**src/rtl/if_stage_if.sv**
```systemverilog
// Fetch-stage bundle: stall/redirect inputs, instruction-memory port and IF/ID outputs.
// master = the fetch stage, slave = its surroundings (hazard logic, imem, decode).
interface if_stage_if;
    logic        stall;
    logic        redirect_valid;
    logic [31:0] redirect_target;
    logic [31:0] imem_rdata;
    logic [31:0] imem_addr;
    logic        imem_en;
    logic [31:0] id_pc;
    logic [31:0] id_inst;
    logic        id_valid;
    logic        addr_err;

    modport master (
        input  stall, redirect_valid, redirect_target, imem_rdata,
        output imem_addr, imem_en, id_pc, id_inst, id_valid, addr_err
    );

    modport slave (
        output stall, redirect_valid, redirect_target, imem_rdata,
        input  imem_addr, imem_en, id_pc, id_inst, id_valid, addr_err
    );
endinterface

```
**src/rtl/if_stage.sv**
```systemverilog
// Instruction fetch stage: PC register, IF/ID pipeline register, redirect and stall handling.
// Optional macro DELAY_SLOT_EN: keep the word fetched alongside a redirect instead of flushing it.
module if_stage #(
    parameter logic [31:0] RESET_PC = 32'h0000_0000,
    parameter logic [31:0] NOP_INST = 32'h0000_0000
) (
    input  logic        clk,
    input  logic        rst,
    if_stage_if.master  bus
);

    localparam int unsigned XLEN = 32;

    logic [XLEN-1:0] pc_q,      pc_d;
    logic [XLEN-1:0] id_pc_q,   id_pc_d;
    logic [XLEN-1:0] id_inst_q, id_inst_d;
    logic            id_valid_q, id_valid_d;
    logic            addr_err_q, addr_err_d;

    // Next-state: a stall freezes everything and drops any redirect that cycle.
    always_comb begin
        pc_d       = pc_q;
        id_pc_d    = id_pc_q;
        id_inst_d  = id_inst_q;
        id_valid_d = id_valid_q;
        addr_err_d = 1'b0;
        if (!bus.stall) begin
            id_pc_d = pc_q;
            if (bus.redirect_valid) begin
                pc_d       = {bus.redirect_target[XLEN-1:2], 2'b00};
                addr_err_d = |bus.redirect_target[1:0];
`ifdef DELAY_SLOT_EN
                id_inst_d  = bus.imem_rdata;
                id_valid_d = 1'b1;
`else
                id_inst_d  = NOP_INST;
                id_valid_d = 1'b0;
`endif
            end else begin
                pc_d       = pc_q + XLEN'(4);
                id_inst_d  = bus.imem_rdata;
                id_valid_d = 1'b1;
            end
        end
    end

    always_ff @(posedge clk) begin
        if (rst) begin
            pc_q       <= RESET_PC;
            id_pc_q    <= '0;
            id_inst_q  <= NOP_INST;
            id_valid_q <= 1'b0;
            addr_err_q <= 1'b0;
        end else begin
            pc_q       <= pc_d;
            id_pc_q    <= id_pc_d;
            id_inst_q  <= id_inst_d;
            id_valid_q <= id_valid_d;
            addr_err_q <= addr_err_d;
        end
    end

    assign bus.imem_addr = pc_q;
    assign bus.imem_en   = ~rst & ~bus.stall;
    assign bus.id_pc     = id_pc_q;
    assign bus.id_inst   = id_inst_q;
    assign bus.id_valid  = id_valid_q;
    assign bus.addr_err  = addr_err_q;

endmodule

```
**src/flat_wrapper.sv**
```systemverilog
// flat-port wrapper written by rule: the top's interface ports become plain ports
module if_stage_flat 
#(
    parameter logic [31:0] RESET_PC = 32'h0000_0000,
    parameter logic [31:0] NOP_INST = 32'h0000_0000
)
  (clk, rst, bus_stall, bus_redirect_valid, bus_redirect_target, bus_imem_rdata, bus_imem_addr, bus_imem_en, bus_id_pc, bus_id_inst, bus_id_valid, bus_addr_err);
  if_stage_if bus_i ();
  input  logic clk;
  input  logic rst;
  input wire logic [$bits(bus_i.stall)-1:0] bus_stall;
  input wire logic [$bits(bus_i.redirect_valid)-1:0] bus_redirect_valid;
  input wire logic [$bits(bus_i.redirect_target)-1:0] bus_redirect_target;
  input wire logic [$bits(bus_i.imem_rdata)-1:0] bus_imem_rdata;
  output wire logic [$bits(bus_i.imem_addr)-1:0] bus_imem_addr;
  output wire logic [$bits(bus_i.imem_en)-1:0] bus_imem_en;
  output wire logic [$bits(bus_i.id_pc)-1:0] bus_id_pc;
  output wire logic [$bits(bus_i.id_inst)-1:0] bus_id_inst;
  output wire logic [$bits(bus_i.id_valid)-1:0] bus_id_valid;
  output wire logic [$bits(bus_i.addr_err)-1:0] bus_addr_err;
  assign bus_i.stall = bus_stall;
  assign bus_i.redirect_valid = bus_redirect_valid;
  assign bus_i.redirect_target = bus_redirect_target;
  assign bus_i.imem_rdata = bus_imem_rdata;
  assign bus_imem_addr = bus_i.imem_addr;
  assign bus_imem_en = bus_i.imem_en;
  assign bus_id_pc = bus_i.id_pc;
  assign bus_id_inst = bus_i.id_inst;
  assign bus_id_valid = bus_i.id_valid;
  assign bus_addr_err = bus_i.addr_err;
  if_stage #(.RESET_PC(RESET_PC), .NOP_INST(NOP_INST)) u_core (.clk(clk), .rst(rst), .bus(bus_i));
endmodule
```
**config.mk**
```make
export PLATFORM = sky130hd
export DESIGN_NAME = if_stage_flat
export DESIGN_NICKNAME = d
export VERILOG_FILES = /design/src/rtl/if_stage_if.sv /design/src/rtl/if_stage.sv /design/src/flat_wrapper.sv
export SDC_FILE = /design/constraint.sdc
export NUM_CORES = 1
export LEC_CHECK = 0
export CORE_MARGIN = 2
export CORE_UTILIZATION = 40
export DETAILED_ROUTE_END_ITERATION = 16
export GPL_ROUTABILITY_DRIVEN = 0
export HOLD_SLACK_MARGIN = 0.05
export PLACE_DENSITY = 0.77
export SKIP_LAST_GASP = 1
export SLEW_MARGIN = 40
export SYNTH_ARGS = -nofsm -noshare
export SYNTH_HDL_FRONTEND = slang
export SYNTH_SLANG_ARGS = --single-unit
export TNS_END_PERCENT = 50
```
**constraint.sdc**
```tcl
create_clock -name clk -period 1.7 [get_ports clk]
set_input_delay 0.34 -clock clk [delete_from_list [all_inputs] [get_ports clk]]
set_output_delay 0.34 -clock clk [all_outputs]
set_load 0.005 [all_outputs]
```
Word-level counts from Yosys, hierarchy flattened
Cells that the tools add are included.

Flip-flop bits (word level): 98. Bits of input ports: 68. Output and inout bits: 99. Logic and storage cells: 15.

Add/sub/neg operators: 1. Multiplexer cells: 3. Bitwise operators: 4. Reduce and logical (&&, ||, !) cells: 2.

Operators by type and width (number): $mux W32 (2); $add A32 B3 Y32 const B (1); $not A1 Y1 (3); $reduce_or A3 Y1 (1); $reduce_or A2 Y1 (1); $and A1 B1 Y1 (1); $mux W1 (1).

Longest topological paths before layout
Gate-level depths: netlist of the first run.

Depth after elaboration: 2. Depth in mapped cells: 6. Depth with buffers taken out: 5.

Worst setup path before layout of the first run
No wires, ideal clock.

Path kind: register to register. Start: register u_core.pc_q[2] (netlist: u_core.bus.imem_addr[2]). End: register u_core.pc_q[30] (netlist: u_core.bus.imem_addr[30]). Library setup time: 0.127 ns. Arrival time: 1.632 ns. Required time: 1.573 ns. Slack: -0.059 ns. Cell stages (with the launch flop): 6. Buffers on the path: 0. Clock period less this slack: 1.759 ns. Cell sequence: dfxtp_1 > ha_1 > nand4_1 > nor3_1 > a21oi_1 > or3_1.

Word-level cells in the longest chain between the ends: 2.

Ends and longest elaborated chain: start, declared (RTL line if_stage.sv:14) `logic [XLEN-1:0] pc_q, pc_d;`; start signal, assigned (RTL line if_stage.sv:55) `pc_q <= pc_d;`; $add A32 B3 Y32 (RTL line if_stage.sv:40) `pc_d = pc_q + XLEN'(4);`; $mux W32 (RTL line if_stage.sv:29) `if (bus.redirect_valid) begin`.

No other way between the ends. A chain may end at the register's enable or synchronous reset.

Worst setup path in the final report of the first run
Start: register u_core.pc_q[11] (netlist: u_core.bus.imem_addr[11]). End: register u_core.pc_q[31] (netlist: u_core.bus.imem_addr[31]).

The elaborated chain is that of the path after synthesis.

==> metrics.cfg, run 1 <==
[final_layout]
post_route_core_utilization_pct = 66.2
filler_cell_count = 836
post-route-cell-area_um2 = 6870
antenna_diode_count = 0
post_route_cells_drive_above_1_share_pct = 19.7
layout.nets = 771
syn_to_final_growth_pct = 59.5

[timing]
setup-violations-final = 2
finalMaxSlewViolations = 0
timing.setup.tns_ns = -0.00739
finalClockSkew_ns = 0.00997
final_hold_viol_count = 0
max_clock_freq_mhz = 586
final_critical_path_required_period_ns = 1.71
pin_slew_with_the_least_headroom_to_its_limit_ns = 0.521
max_slew_margin_pct = 65.2
fin_crit_sh_pct = 100
postLayoutSetupSlackWorst_ns = -0.00544
grt_setup_unrepaired = yes

[cts]
cts_hold_repair.buffers = 0
clkLatencyLatePin_ns = 0.38
clkSlewWorstSetupHoldPaths_ns = 0.10
cts_max_path_buffers = 2
cts_inserted_buffers = 9
cts_root_buffer = clkbuf_8
cts-htree-levels = 3
clock-sinks = 94
tritoncts = built

[floorplanning]
floorplan.initialDensity_pct = 41.5
die_h_um = 108
core_region_area_um2 = 10400
die_footprint_um2 = 11600
die_width_um = 108
io_pins = 167
fp-row-count = 37

[detailed_routing]
final_routed_drc_violation_total = 0
postRouteAntennaNets = 0
wl_per_cell_um = 17.2
initialDrtViolationCount = 316
vias_per_cell = 5.56
vias = 4691
drt_pass1_iterations = 6
detail_route.wirelength_um = 14500

[yosys]
synth-seq-cells = 94
cell_area_synth_um2 = 4300
number_of_enable_flip_flop_cells_after_synthesis = 0
synthesis_warnings = 0
most_instantiated_flip_flop_cell_in_the_synthesis_netlist = dfxtp_1
synthArstFlopShare_pct = 0
ys_seq_area_share_pct = 43.7
synth.distinct_cells = 60
synthCells = 495
syn-mean-instance-area_um2 = 8.70

[setup_path]
timing.critical_path.from = u_core.bus.imem_addr[11]$_SDFFE_PP0N_
timing_worst_setup_path_type = flop to flop
timing.critical_path.slowest_cell_delay_ns = 0.38
cp_slowest_cell = dfxtp_2
regToRegStartpoint = u_core.bus.imem_addr[11]$_SDFFE_PP0N_
crit_path_end_kind = flop
worst_setup_path_start_kind = flop
cp_max_fo = 5
critical_path.cell_chain = and4_1 -> nand4_1 -> o41a_1 -> a2111oi_2
cp_num_buf_inv = 0
critPathTopFamily = compound AO/OA/AOI/OAI gates
worst_ep_required_time_ns = 1.98
cp_data_arrival_time_ns = 1.99

[worst_hold_path]
min_path_type = input port to flop
holdCritStartpoint = rst

[placement]
port-buffer-count = 162
dpl.hpwl_um = 10400
dpl_cell_area_um2 = 6430
pre_cts_ws_ns = -0.271

[grt]
maximum_number_of_pins_on_one_net_before_global_route_repair = 65
grt_pass1_wl_um = 23000
grt_remaining_overflow = 0
antenna_violations_before_repair = 0
global_route.usage.total_pct = 25.1
grt_pass1_vias = 4640

[power_and_ir_drop]
peakVddDrop_mv = 0.514
power_density_nw_per_um2 = 763
power_frac_comb_pct = 16.8
cell_internal_pwr_mw = 3.95
switching_share_of_power_pct = 24.6
total_switching_power_mw = 1.29
report.power.total_mw = 5.24
sequentialPowerShare_pct = 45.5
leakagePower_nw = 2.82
power.clock.fraction_pct = 37.7

[outcome]
outcome = finished, violations left
violations = setup timing

[flow_run]
drv_cap = 0

## power groups by stage
stage	Sequential, mW	Combinational [mW]	Clock [mW]
floorplan	2.43	0.332	0
CTS	2.38	0.873	2.00
finish	2.38	0.879	1.98
global route	2.40	0.950	2.08
detailed placement	2.43	0.852	0
global placement	2.42	0.835	0
## through the flow
step / instances / hold WS [ns]
detailed placement: 816 / 0.484
CTS: 840 / 0.403
global placement: 816 / 0.475
global route: 843 / 0.428
finish: 843 / 0.413
floorplan: 498 / 0.484
## worst min-delay path, cell delays in order
cell and delay (ns):
buf_2 0.09, or2_2 0.11, buf_4 0.16, nor2_1 0.06
## state kept, by name (all words and copies together), names as in the netlist
name and cells:
u_core.bus.addr_err 1, u_core.bus.id_pc 30, u_core.bus.id_inst 32, u_core.bus.imem_addr 30, u_core.bus.id_valid 1
## final cells by class
type	instances	area [µm²]	share of cell area (%)
Tap cell	136	170	2.48
Timing Repair Buffer	237	2240	32.6
Inverter	12	45.0	0.656
Clock inverter	7	145	2.11
Clock buffer	9	124	1.80
Multi-Input combinational cell	348	2230	32.4
Sequential cell	94	1920	27.9
## synth_stat cells (9+ instances only)
cell      instances  area (µm²)
a31oi_1          11        68.8
a21oi_1          18        90.1
clkbuf_1         21        78.8
buf_2            10        50.1
nand2_1          21        78.8
nor2_1           93         349
dfxtp_1          94        1880
buf_1             9        33.8
inv_1            12        45.0
nand4_1          15        93.8
a22oi_1          46         345
nor3_1           12        60.1
mux2i_1          33         330
## placed cells by master, fill, tap and decap left out, types with 3 or more instances in the layout
cell             Yosys  routed
conb_1               1       4
nand4_1             15      15
a31oi_1             11      11
and3_1               4       4
a21oi_1             18      18
dlymetal6s2s_1       0       9
clkdlybuf4s50_1      0     147
and4_1               4       4
a311o_1              3       3
inv_1               12      12
nor3_1              12      11
nor2_1              93      91
dfxtp_1             94      67
mux2_2               3       3
nand3_1              8       8
dfxtp_2              0      27
bufinv_16            0       4
o211ai_1             3       3
buf_4                4      71
nand2_1             21      21
o221a_2              3       3
buf_12               0       3
nor2b_1              4       4
or4_1                3       3
dlygate4sd2_1        0       4
nand2b_1             3       3
a22oi_1             46      46
mux2i_1             33      33
o21ai_0              8       8
clkbuf_8             0       9
## final timing paths
path	end	slack (ns)	cells past startpoint
max	u_core.bus.imem_addr[31]$_SDFFE_PP0N_	-0.005	4
min	u_core.bus.addr_err$_SDFF_PP0_	0.41	4
max reg2reg	u_core.bus.imem_addr[31]$_SDFFE_PP0N_	-0.005	4
min reg2reg	u_core.bus.id_pc[8]$_SDFFE_PP0N_	0.50	2
## layer usage
metal / GRT usage (%) / share of wire [%]
met1: 30.3 / 39
met2: 39.6 / 46
met3: 10.0 / 12
met4: 10.4 / 2.7
met5: 0 / 0
## cell families after synthesis
| family | synth area share [%] |
|---|---|
| mux | 8.46 |
| flops | 43.7 |
| buf+inv | 5.52 |
| compound gates | 20.7 |
| fa+ha+maj | 0.291 |
| simple gates | 21.2 |
| other cells | 0.0871 |
## what timing repair did
action                                  4_1_cts  5_1_grt
resized for setup                            19       28
buffers inserted                              8        3
pin swaps                                     1        0
endpoints found under the setup margin       32       39
(Power assumes the default switching activity.)
==> inputs of run 2 (changes only) <==
CTS_CLUSTER_SIZE = 40   (was default)
==> results of run 2 <==
No change in the layout: final DEF, timing and power equal those of run 1.
